### src/rtl/us_multich_detect_ctrl_if.sv
// Burst-generator handshake and per-channel detect/report signals for us_multich_detect_ctrl.
interface us_multich_detect_ctrl_if #(
  parameter int NCH   = 2,
  parameter int CNT_W = 20
);
  localparam int CH_W = (NCH > 1) ? $clog2(NCH) : 1;

  logic             tuss_ready;
  logic             burst_finish;
  logic [NCH-1:0]   echo_in;
  logic             fault_clr;
  logic             burst_en;
  logic             burst_rstn;
  logic [CH_W-1:0]  ch_sel;
  logic [NCH-1:0]   detected;
  logic [CNT_W-1:0] tof;
  logic [CH_W-1:0]  tof_ch;
  logic             tof_valid;
  logic             burst_fault;

  modport master (
    output tuss_ready, burst_finish, echo_in, fault_clr,
    input  burst_en, burst_rstn, ch_sel, detected, tof, tof_ch, tof_valid, burst_fault
  );

  modport slave (
    input  tuss_ready, burst_finish, echo_in, fault_clr,
    output burst_en, burst_rstn, ch_sel, detected, tof, tof_ch, tof_valid, burst_fault
  );
endinterface

### src/rtl/us_multich_detect_ctrl.sv
// Ultrasonic burst/listen controller: round-robin channels, windowed hysteretic
// echo detection, time-of-flight reporting and burst-generator timeout flag.
module us_multich_detect_ctrl #(
  parameter int NCH            = 2,
  parameter int CNT_W          = 20,
  parameter int PERIOD_CYC     = 43000,
  parameter int BLANK_CYC      = 17000,
  parameter int BURST_TIMEOUT  = 4095,
  parameter int BURSTS_PER_WIN = 10,
  parameter int THRESH_ON      = 3,
  parameter int THRESH_OFF     = 1
) (
  input logic                     gclk,
  input logic                     rstn,
  us_multich_detect_ctrl_if.slave bus
);
  localparam int CH_W = (NCH > 1) ? $clog2(NCH) : 1;

  typedef enum logic [2:0] {IDLE, BURST, BLANK, LISTEN, EVAL} state_t;

  state_t           state;
  logic [NCH-1:0]   echo_s1, echo_s2, echo_s2_d;
  logic [CNT_W-1:0] timer, tof_reg, tof_q;
  logic             hit;
  logic [5:0]       hit_cnt, burst_idx, hit_final;
  logic [CH_W-1:0]  ch_sel_q, tof_ch_q;
  logic [NCH-1:0]   det_q;
  logic             burst_en_q, burst_rstn_q, tof_valid_q, fault_q;
  logic             echo_edge;

  always_ff @(posedge gclk or negedge rstn) begin
    if (!rstn) begin
      echo_s1   <= '0;
      echo_s2   <= '0;
      echo_s2_d <= '0;
    end else begin
      echo_s1   <= bus.echo_in;
      echo_s2   <= echo_s1;
      echo_s2_d <= echo_s2;
    end
  end

  assign echo_edge = echo_s2[ch_sel_q] & ~echo_s2_d[ch_sel_q];
  assign hit_final = hit_cnt + 6'(hit);

  always_ff @(posedge gclk or negedge rstn) begin
    if (!rstn) begin
      state        <= IDLE;
      timer        <= '0;
      tof_reg      <= '0;
      tof_q        <= '0;
      hit          <= 1'b0;
      hit_cnt      <= '0;
      burst_idx    <= '0;
      ch_sel_q     <= '0;
      tof_ch_q     <= '0;
      det_q        <= '0;
      burst_en_q   <= 1'b0;
      burst_rstn_q <= 1'b1;
      tof_valid_q  <= 1'b0;
      fault_q      <= 1'b0;
    end else begin
      tof_valid_q  <= 1'b0;
      burst_rstn_q <= 1'b1;
      if (bus.fault_clr) fault_q <= 1'b0;

      // Losing tuss_ready outranks every state action, including the EVAL
      // decision, so EVAL itself only ever continues to BURST.
      if (state != IDLE && !bus.tuss_ready) begin
        state      <= IDLE;
        burst_en_q <= 1'b0;
        timer      <= '0;
        hit        <= 1'b0;
        hit_cnt    <= '0;
        burst_idx  <= '0;
      end else begin
        case (state)
          IDLE: begin
            if (bus.tuss_ready) begin
              state      <= BURST;
              burst_en_q <= 1'b1;
              timer      <= '0;
            end
          end
          BURST: begin
            if (bus.burst_finish) begin
              burst_en_q   <= 1'b0;
              burst_rstn_q <= 1'b0;
              timer        <= '0;
              state        <= BLANK;
            end else if (timer == CNT_W'(BURST_TIMEOUT)) begin
              fault_q    <= 1'b1;
              burst_en_q <= 1'b0;
              hit        <= 1'b0;
              state      <= EVAL;
            end else begin
              timer <= timer + 1'b1;
            end
          end
          BLANK: begin
            timer <= timer + 1'b1;
            if (timer == CNT_W'(BLANK_CYC - 1)) state <= LISTEN;
          end
          LISTEN: begin
            timer <= timer + 1'b1;
            if (echo_edge && !hit) begin
              hit     <= 1'b1;
              tof_reg <= timer;
            end
            if (timer == CNT_W'(PERIOD_CYC - 1)) state <= EVAL;
          end
          EVAL: begin
            if (hit) begin
              tof_valid_q <= 1'b1;
              tof_q       <= tof_reg;
              tof_ch_q    <= ch_sel_q;
            end
            hit <= 1'b0;
            if (burst_idx == 6'(BURSTS_PER_WIN - 1)) begin
              if (hit_final >= 6'(THRESH_ON))       det_q[ch_sel_q] <= 1'b1;
              else if (hit_final <= 6'(THRESH_OFF)) det_q[ch_sel_q] <= 1'b0;
              hit_cnt   <= '0;
              burst_idx <= '0;
              ch_sel_q  <= (ch_sel_q == CH_W'(NCH - 1)) ? '0 : ch_sel_q + 1'b1;
            end else begin
              hit_cnt   <= hit_final;
              burst_idx <= burst_idx + 1'b1;
            end
            state      <= BURST;
            burst_en_q <= 1'b1;
            timer      <= '0;
          end
          default: state <= IDLE;
        endcase
      end
    end
  end

  assign bus.burst_en    = burst_en_q;
  assign bus.burst_rstn  = burst_rstn_q;
  assign bus.ch_sel      = ch_sel_q;
  assign bus.detected    = det_q;
  assign bus.tof         = tof_q;
  assign bus.tof_ch      = tof_ch_q;
  assign bus.tof_valid   = tof_valid_q;
  assign bus.burst_fault = fault_q;
endmodule

### src/flat_wrapper.sv
// flat-port wrapper written by rule: the top's interface ports become plain ports
module us_multich_detect_ctrl_flat 
#(
  parameter int NCH            = 2,
  parameter int CNT_W          = 20,
  parameter int PERIOD_CYC     = 43000,
  parameter int BLANK_CYC      = 17000,
  parameter int BURST_TIMEOUT  = 4095,
  parameter int BURSTS_PER_WIN = 10,
  parameter int THRESH_ON      = 3,
  parameter int THRESH_OFF     = 1
)
  (gclk, rstn, bus_tuss_ready, bus_burst_finish, bus_echo_in, bus_fault_clr, bus_burst_en, bus_burst_rstn, bus_ch_sel, bus_detected, bus_tof, bus_tof_ch, bus_tof_valid, bus_burst_fault);
  us_multich_detect_ctrl_if #(.NCH(NCH), .CNT_W(CNT_W)) bus_i ();
  input logic gclk;
  input logic rstn;
  input wire logic [$bits(bus_i.tuss_ready)-1:0] bus_tuss_ready;
  input wire logic [$bits(bus_i.burst_finish)-1:0] bus_burst_finish;
  input wire logic [$bits(bus_i.echo_in)-1:0] bus_echo_in;
  input wire logic [$bits(bus_i.fault_clr)-1:0] bus_fault_clr;
  output wire logic [$bits(bus_i.burst_en)-1:0] bus_burst_en;
  output wire logic [$bits(bus_i.burst_rstn)-1:0] bus_burst_rstn;
  output wire logic [$bits(bus_i.ch_sel)-1:0] bus_ch_sel;
  output wire logic [$bits(bus_i.detected)-1:0] bus_detected;
  output wire logic [$bits(bus_i.tof)-1:0] bus_tof;
  output wire logic [$bits(bus_i.tof_ch)-1:0] bus_tof_ch;
  output wire logic [$bits(bus_i.tof_valid)-1:0] bus_tof_valid;
  output wire logic [$bits(bus_i.burst_fault)-1:0] bus_burst_fault;
  assign bus_i.tuss_ready = bus_tuss_ready;
  assign bus_i.burst_finish = bus_burst_finish;
  assign bus_i.echo_in = bus_echo_in;
  assign bus_i.fault_clr = bus_fault_clr;
  assign bus_burst_en = bus_i.burst_en;
  assign bus_burst_rstn = bus_i.burst_rstn;
  assign bus_ch_sel = bus_i.ch_sel;
  assign bus_detected = bus_i.detected;
  assign bus_tof = bus_i.tof;
  assign bus_tof_ch = bus_i.tof_ch;
  assign bus_tof_valid = bus_i.tof_valid;
  assign bus_burst_fault = bus_i.burst_fault;
  us_multich_detect_ctrl #(.NCH(NCH), .CNT_W(CNT_W), .PERIOD_CYC(PERIOD_CYC), .BLANK_CYC(BLANK_CYC), .BURST_TIMEOUT(BURST_TIMEOUT), .BURSTS_PER_WIN(BURSTS_PER_WIN), .THRESH_ON(THRESH_ON), .THRESH_OFF(THRESH_OFF)) u_core (.gclk(gclk), .rstn(rstn), .bus(bus_i));
endmodule
### config.mk
export PLATFORM = sky130hd
export DESIGN_NAME = us_multich_detect_ctrl_flat
export DESIGN_NICKNAME = d
export VERILOG_FILES = /design/src/rtl/us_multich_detect_ctrl_if.sv /design/src/rtl/us_multich_detect_ctrl.sv /design/src/flat_wrapper.sv
export SDC_FILE = /design/constraint.sdc
export NUM_CORES = 1
export LEC_CHECK = 0
export BUFFER_PORTS_ARGS = -buffer_cell sky130_fd_sc_hd__buf_4
export CAP_MARGIN = 0
export CORE_MARGIN = 8
export CORE_UTILIZATION = 49
export CTS_BUF_LIST = sky130_fd_sc_hd__clkbuf_16
export CTS_CLUSTER_SIZE = 24
export DETAILED_ROUTE_END_ITERATION = 10
export GPL_TIMING_DRIVEN = 0
export PLACE_DENSITY_LB_ADDON = 0.3
export SYNTH_ARGS = -nofsm -noshare
export SYNTH_HDL_FRONTEND = slang
export SYNTH_SLANG_ARGS = --single-unit
export TNS_END_PERCENT = 100
### constraint.sdc
create_clock -name gclk -period 2.5 [get_ports gclk]
set_input_delay 0 -clock gclk [delete_from_list [all_inputs] [get_ports gclk]]
set_output_delay 0 -clock gclk [all_outputs]
set_load 0.01 [all_outputs]
=== After elaboration in Yosys (flattened, before gate mapping) ===
Index checks and enable logic that the tools add are counted.

* Word-level logic and storage cells: 115
* Output and inout port bits: 28
* Register bits: 90

* Reductions and logical operators: 21
* Add/subtract/negate cells: 4
* Multiplexer cells: 47
* Magnitude comparators: 4
* Equality and inequality tests: 16
* Bitwise operators: 6

{| class="wikitable"
|+ Operators with widths
! cell !! number
|-
| 20-bit 2-to-1 mux || 4
|-
| 20-bit case mux with 4 select lines || 1
|-
| 6-bit 2-to-1 mux || 6
|-
| 1-bit 2-to-1 mux || 24
|-
| 20-bit by 1-bit adder with 20-bit output (second input constant) || 1
|-
| 20-bit by 12-bit == test with 1-bit output (second input constant) || 1
|-
| 20-bit by 15-bit == test with 1-bit output (second input constant) || 1
|-
| 20-bit by 16-bit == test with 1-bit output (second input constant) || 1
|-
| 3-bit 2-to-1 mux || 6
|-
| 3-bit case mux with 5 select lines || 1
|-
| 3-bit AND reduction || 5
|-
| 3-bit by 1-bit inequality test with 1-bit output (second input constant) || 4
|-
| 4-bit AND reduction || 3
|-
| 4-bit nonzero test || 2
|-
| 6-bit by 1-bit adder with 6-bit output || 1
|-
| 6-bit by 1-bit adder with 6-bit output (second input constant) || 1
|-
| 3-bit by 2-bit == test with 1-bit output (second input constant) || 2
|-
| 6-bit by 4-bit == test with 1-bit output (second input constant) || 1
|-
| 6-bit by 2-bit >= comparator with 1-bit output (second input constant) || 1
|-
| 6-bit by 1-bit <= comparator with 1-bit output (second input constant) || 1
|-
| 3-bit by 2-bit inequality test with 1-bit output (second input constant) || 2
|-
| 1-bit case mux with 3 select lines || 2
|-
| 5-bit nonzero test || 1
|-
| 2-bit 2-to-1 mux || 2
|-
| other kinds (19) || 24
|}

=== Depth between registers and ports, before layout ===
* Depth in word-level cells: 8
* Depth in mapped cells: 7
* Depth with buffers taken out: 7

=== Least setup slack after synthesis ===
OpenSTA, ideal clock, no wires.

* Kind: register to register
* From: register u_core.timer[17]
* To: register u_core.state[2]
* Period minus slack after synthesis: 2.200 ns
* Data arrival time: 2.131 ns
* Cell stages (with the launch flop): 6
* Setup slack: 0.300 ns
* Required time: 2.431 ns
* Path through: dfrtp_1 -> or4_4 -> or4_1 -> or4_1 -> mux2_2 -> nor2_2

* Word-level cells in the longest chain between the ends: 3
* Elaborated cells on any way between the ends: 7

{| class="wikitable"
|+ RTL lines
! item !! line !! source
|-
| from (decl) || us_multich_detect_ctrl.sv:23 || <nowiki>logic [CNT_W-1:0] timer, tof_reg, tof_q;</nowiki>
|-
| from (signal assigned) || us_multich_detect_ctrl.sv:97 || <nowiki>timer <= timer + 1'b1;</nowiki>
|-
| from (signal assigned) || us_multich_detect_ctrl.sv:101 || <nowiki>timer <= timer + 1'b1;</nowiki>
|-
| from (signal assigned) || us_multich_detect_ctrl.sv:105 || <nowiki>timer <= timer + 1'b1;</nowiki>
|-
| 20-bit by 12-bit == test with 1-bit output, or another cell as far along || us_multich_detect_ctrl.sv:91 || <nowiki>end else if (timer == CNT_W'(BURST_TIMEOUT)) begin</nowiki>
|-
| 4-bit by 2-bit inequality test with 1-bit output (no source line) or 3-bit by 1-bit inequality test with 1-bit output (tied branches) || -- ||
|-
| 4-bit AND reduction (no source line) (*) || -- ||
|-
| to (signal assigned) || us_multich_detect_ctrl.sv:90 || <nowiki>state <= BLANK;</nowiki>
|-
| to (signal assigned) || us_multich_detect_ctrl.sv:95 || <nowiki>state <= EVAL;</nowiki>
|-
| to (signal assigned) || us_multich_detect_ctrl.sv:102 || <nowiki>if (timer == CNT_W'(BLANK_CYC - 1)) state <= LISTEN;</nowiki>
|-
| to (decl) || us_multich_detect_ctrl.sv:21 || <nowiki>state_t state;</nowiki>
|}

Mark *: on every way between the ends. The rest lies on a longest branch, timed or not.
A chain may end at the register's enable or synchronous reset.

=== Worst setup path in the final report ===
* From: register u_core.state[0]
* To: register u_core.tof_reg[11]

* Word-level cells in the longest chain between the ends: 4
* Elaborated cells on any way between the ends: 5

{| class="wikitable"
|+ RTL lines
! item !! line !! source
|-
| from (signal assigned) || us_multich_detect_ctrl.sv:48 || <nowiki>state <= IDLE;</nowiki>
|-
| from (signal assigned) || us_multich_detect_ctrl.sv:70 || <nowiki>state <= IDLE;</nowiki>
|-
| from (signal assigned) || us_multich_detect_ctrl.sv:80 || <nowiki>state <= BURST;</nowiki>
|-
| 3-bit nonzero test || us_multich_detect_ctrl.sv:69 || <nowiki>if (state != IDLE && !bus.tuss_ready) begin</nowiki>
|-
| 1-bit logical AND || us_multich_detect_ctrl.sv:69 ||
|-
| 1-bit NOT (no source line) || -- ||
|-
| 3-bit AND reduction (no source line) (*) || -- ||
|-
| to (signal assigned) || us_multich_detect_ctrl.sv:108 || <nowiki>tof_reg <= timer;</nowiki>
|-
| to (decl) || us_multich_detect_ctrl.sv:23 ||
|}

Marked as above.

==> summary.md <==
| Metric | Value |
|---|---|
| Status | complete, no violations |
| Rows | 33 |
| Clock tree buffer depth | 2 |
| Final hold slack | 0.148 ns |
| IO Count | 35 |
| Initial antenna violation count | 0 |
| Final critical-path setup slack | 0.0963 ns |
| Data required, critical path | 2.72 ns |
| Clock Latency Late Sink | 0.33 ns |
| Max VDD drop | 410 uV |
| H-tree level count | 3 |
| Mapped Area | 4150 um2 |
| Top-count cell post-synth | dfrtp_1 |
| Starting Density | 0.505 |
| Ys Warns | 0 |
| Post-CTS setup buffers | 0 |
| Hold path startpoint | bus_tuss_ready |
| Number of max-slew violations in the final report | 0 |
| Arr. time, crit path | 2.62 ns |
| Pin count of the biggest net entering global routing | 91 |
| Clk sink count | 90 |
| CP max stage delay | 0.45 ns |
| Placed cell area | 4540 um2 |
| First-pass GRT wire length | 14,900 um |
| Crit Path Max Fanout | 10 |
| Synth cell count leaders | dfrtp_1, mux2_2, o21ai_0 |
| Final Util | 0.597 |
| Pwr Density | 632 nW/um2 |
| Post-Syn Nets | 394 |
| First-pass iteration count of the detailed router | 5 |
| Hold WC Path Type | in -> reg |
| Antenna diodes | 0 |
| Clock slew at reported path FFs | 0.06 ns |
| Placed Cells | 521 |
| Synth Flop Type | dfrtp_1 |
| Setup slack after placement | -0.141 ns |
| Final HPWL DP | 5920 um |
| Synth Area per Inst | 10.9 um2 |
| Total gr overflow | 0 |
| #FFs+latches synth | 90 |
| Area grow syn2layout | 18.2% |
| Dominant cell type by area after synthesis | dfrtp_1 |
| Die area | 11,700 um2 |
| Total Wirelength | 8680 um |
| Total core area | 8220 um2 |
| Unrepaired setup endpoints after global routing | yes |
| Antenna-violating nets left | 0 |
| Clock buffer count from CTS | 9 |
| Drt via density | 5.85 |
| Die Wd | 108 um |
| Final setup fails | 0 |
| CTS Root Cell | clkbuf_16 |
| Final cell count without fillers | 541 |
| TritonCTS clock tree | done |
| Via count | 3,164 |
| Sequential-to-total area share from yosys stat | 0.543 |
| Max-slew headroom | 0.261 |
| Post-layout min period | 2.40 ns |
| CP Launch Type | register |
| WL per Instance | 16.0 um |
| Die Span Y | 108 um |
| Async set or reset register ratio after synthesis | 1.00 |
| RR Startpoint | u_core.state[0] |
| GRT Util Overall | 0.158 |
| Endpoint class of the critical path | register |
| Max Freq | 0.416 GHz |
| Post-synth top area share | 0.536 |
| Layout cells sized above 1 | 0.255 |
| Worst-margin pin slew | 1.11 ns |
| EDFF count, synth | 0 |
| Synth Instances | 382 |
| Crit. Startpoint | u_core.state[0] |
| Initial DRC Count | 253 |
| Crit Path Class | reg -> reg |
| Final Instance Area | 4910 um2 |
| Worst path cell trace | clkbuf_1 -> nand3_1 -> nor3_1 -> clkbuf_2 -> mux2_2 |
| Top cells by area, synth | dfrtp_1, mux2_2, o21ai_0 |
| Gpl congestion | 0.906 |
| Nets | 443 |
| Lkg Pwr | 2.24 nW |
| Worst path slowest cell | clkbuf_1 |
| Max Clock Skew | 0.00349 ns |
| Final hold viol count | 0 |
| Vias in the first global route | 3,078 |
| Max_cap viols | 0 |
| Post-synth cell types | 52 |
| Tcrit/Tclk final | 0.961 |
| Drt drc | 0 |
| Port buffer count | 34 |
[repair_timing]
action | 4_1_cts | 5_1_grt
setup endpoints to repair | 29 | 30
hold buffers | 5 | 0
gates resized for setup | 3 | 5
endpoints found under the hold margin | 93 | 0
[per-stage QoR]
step                      TNS, ns  total power [mW]
after floorplan                 0              1.70
after global placement      -2.07              1.80
after detailed placement    -2.10              1.81
after CTS                       0              3.14
after global routing      -0.0200              3.23
final                           0              3.10
[path summary, 6_finish.rpt]
check                      slack [ns]  depth (start not counted)                    to
min in group asynchronous        0.39                          2  u_core.bus.tof_valid
min                              0.15                          4     u_core.bus.ch_sel
min reg2reg                      0.35                          0     u_core.echo_s2[0]
max reg2reg                       0.1                          5    u_core.tof_reg[11]
max in group asynchronous        1.37                          2       u_core.timer[1]
max                               0.1                          5    u_core.tof_reg[11]
[metal layers]
metal / global-route usage / vias to the layer above / wire (um)
met4: 0.0714 / 0 / 114
met2: 0.238 / 85 / 4040
met5: 0 / - / 0
li1: - / 1506 / -
met3: 0.0327 / 8 / 549
met1: 0.214 / 1565 / 3970
[power breakdown]
group          switching, mW  total, mW  internal (mW)
clock                  0.540       1.31          0.772
sequential            0.0290       1.52           1.49
combinational          0.186      0.272         0.0859
[cells by family after synthesis]
kind of cell / after synthesis / share of synthesized area
multiplexers: 42 / 0.114
flip-flops: 90 / 0.543
XOR/XNOR: 6 / 0.0127
buffers and inverters: 26 / 0.0265
AO/OA/AOI/OAI: 83 / 0.120
adder cells (fa/ha/maj): 5 / 0.0151
AND/OR/NAND/NOR: 130 / 0.169
[placed cells by master, fill, tap and decap left out, types with 3 or more instances in the layout]
master         count
clkbuf_1           5
mux2_2            42
and3_1             3
dlygate4sd3_1      5
or4_1              6
nor2_1            21
inv_1             11
nand4_1            7
nor2b_1            4
o21ai_0           33
buf_2              4
xnor2_1            4
o31ai_1            8
dfrtp_1           89
nor3_1            10
nand2_1           28
ha_1               5
clkbuf_16          9
o211ai_1           3
or3_1              9
nor4_1             5
nand3_1           17
buf_4             34
a21o_1             3
a21oi_1           16
o22ai_1            3
[critical path: cells and delay by family, from the launching register on]
kind | cells | cell delay [ns]
simple gates | 2 | 0.61
mux | 1 | 0.38
flops | 1 | 0.43
buf+inv | 2 | 0.86
[cell type report]
type / count / area (um2)
Buffer: 14 / 67.6
Clock buffer: 9 / 225
Clock inverter: 7 / 68.8
Multi-Input combinational cell: 266 / 1810
Sequential cell: 90 / 2250
Tap cell: 105 / 131
Timing Repair Buffer: 39 / 305
Inverter: 11 / 41.3
Fill cell: 709 / 3310
Note: power is estimated with default switching activity, not from simulation.
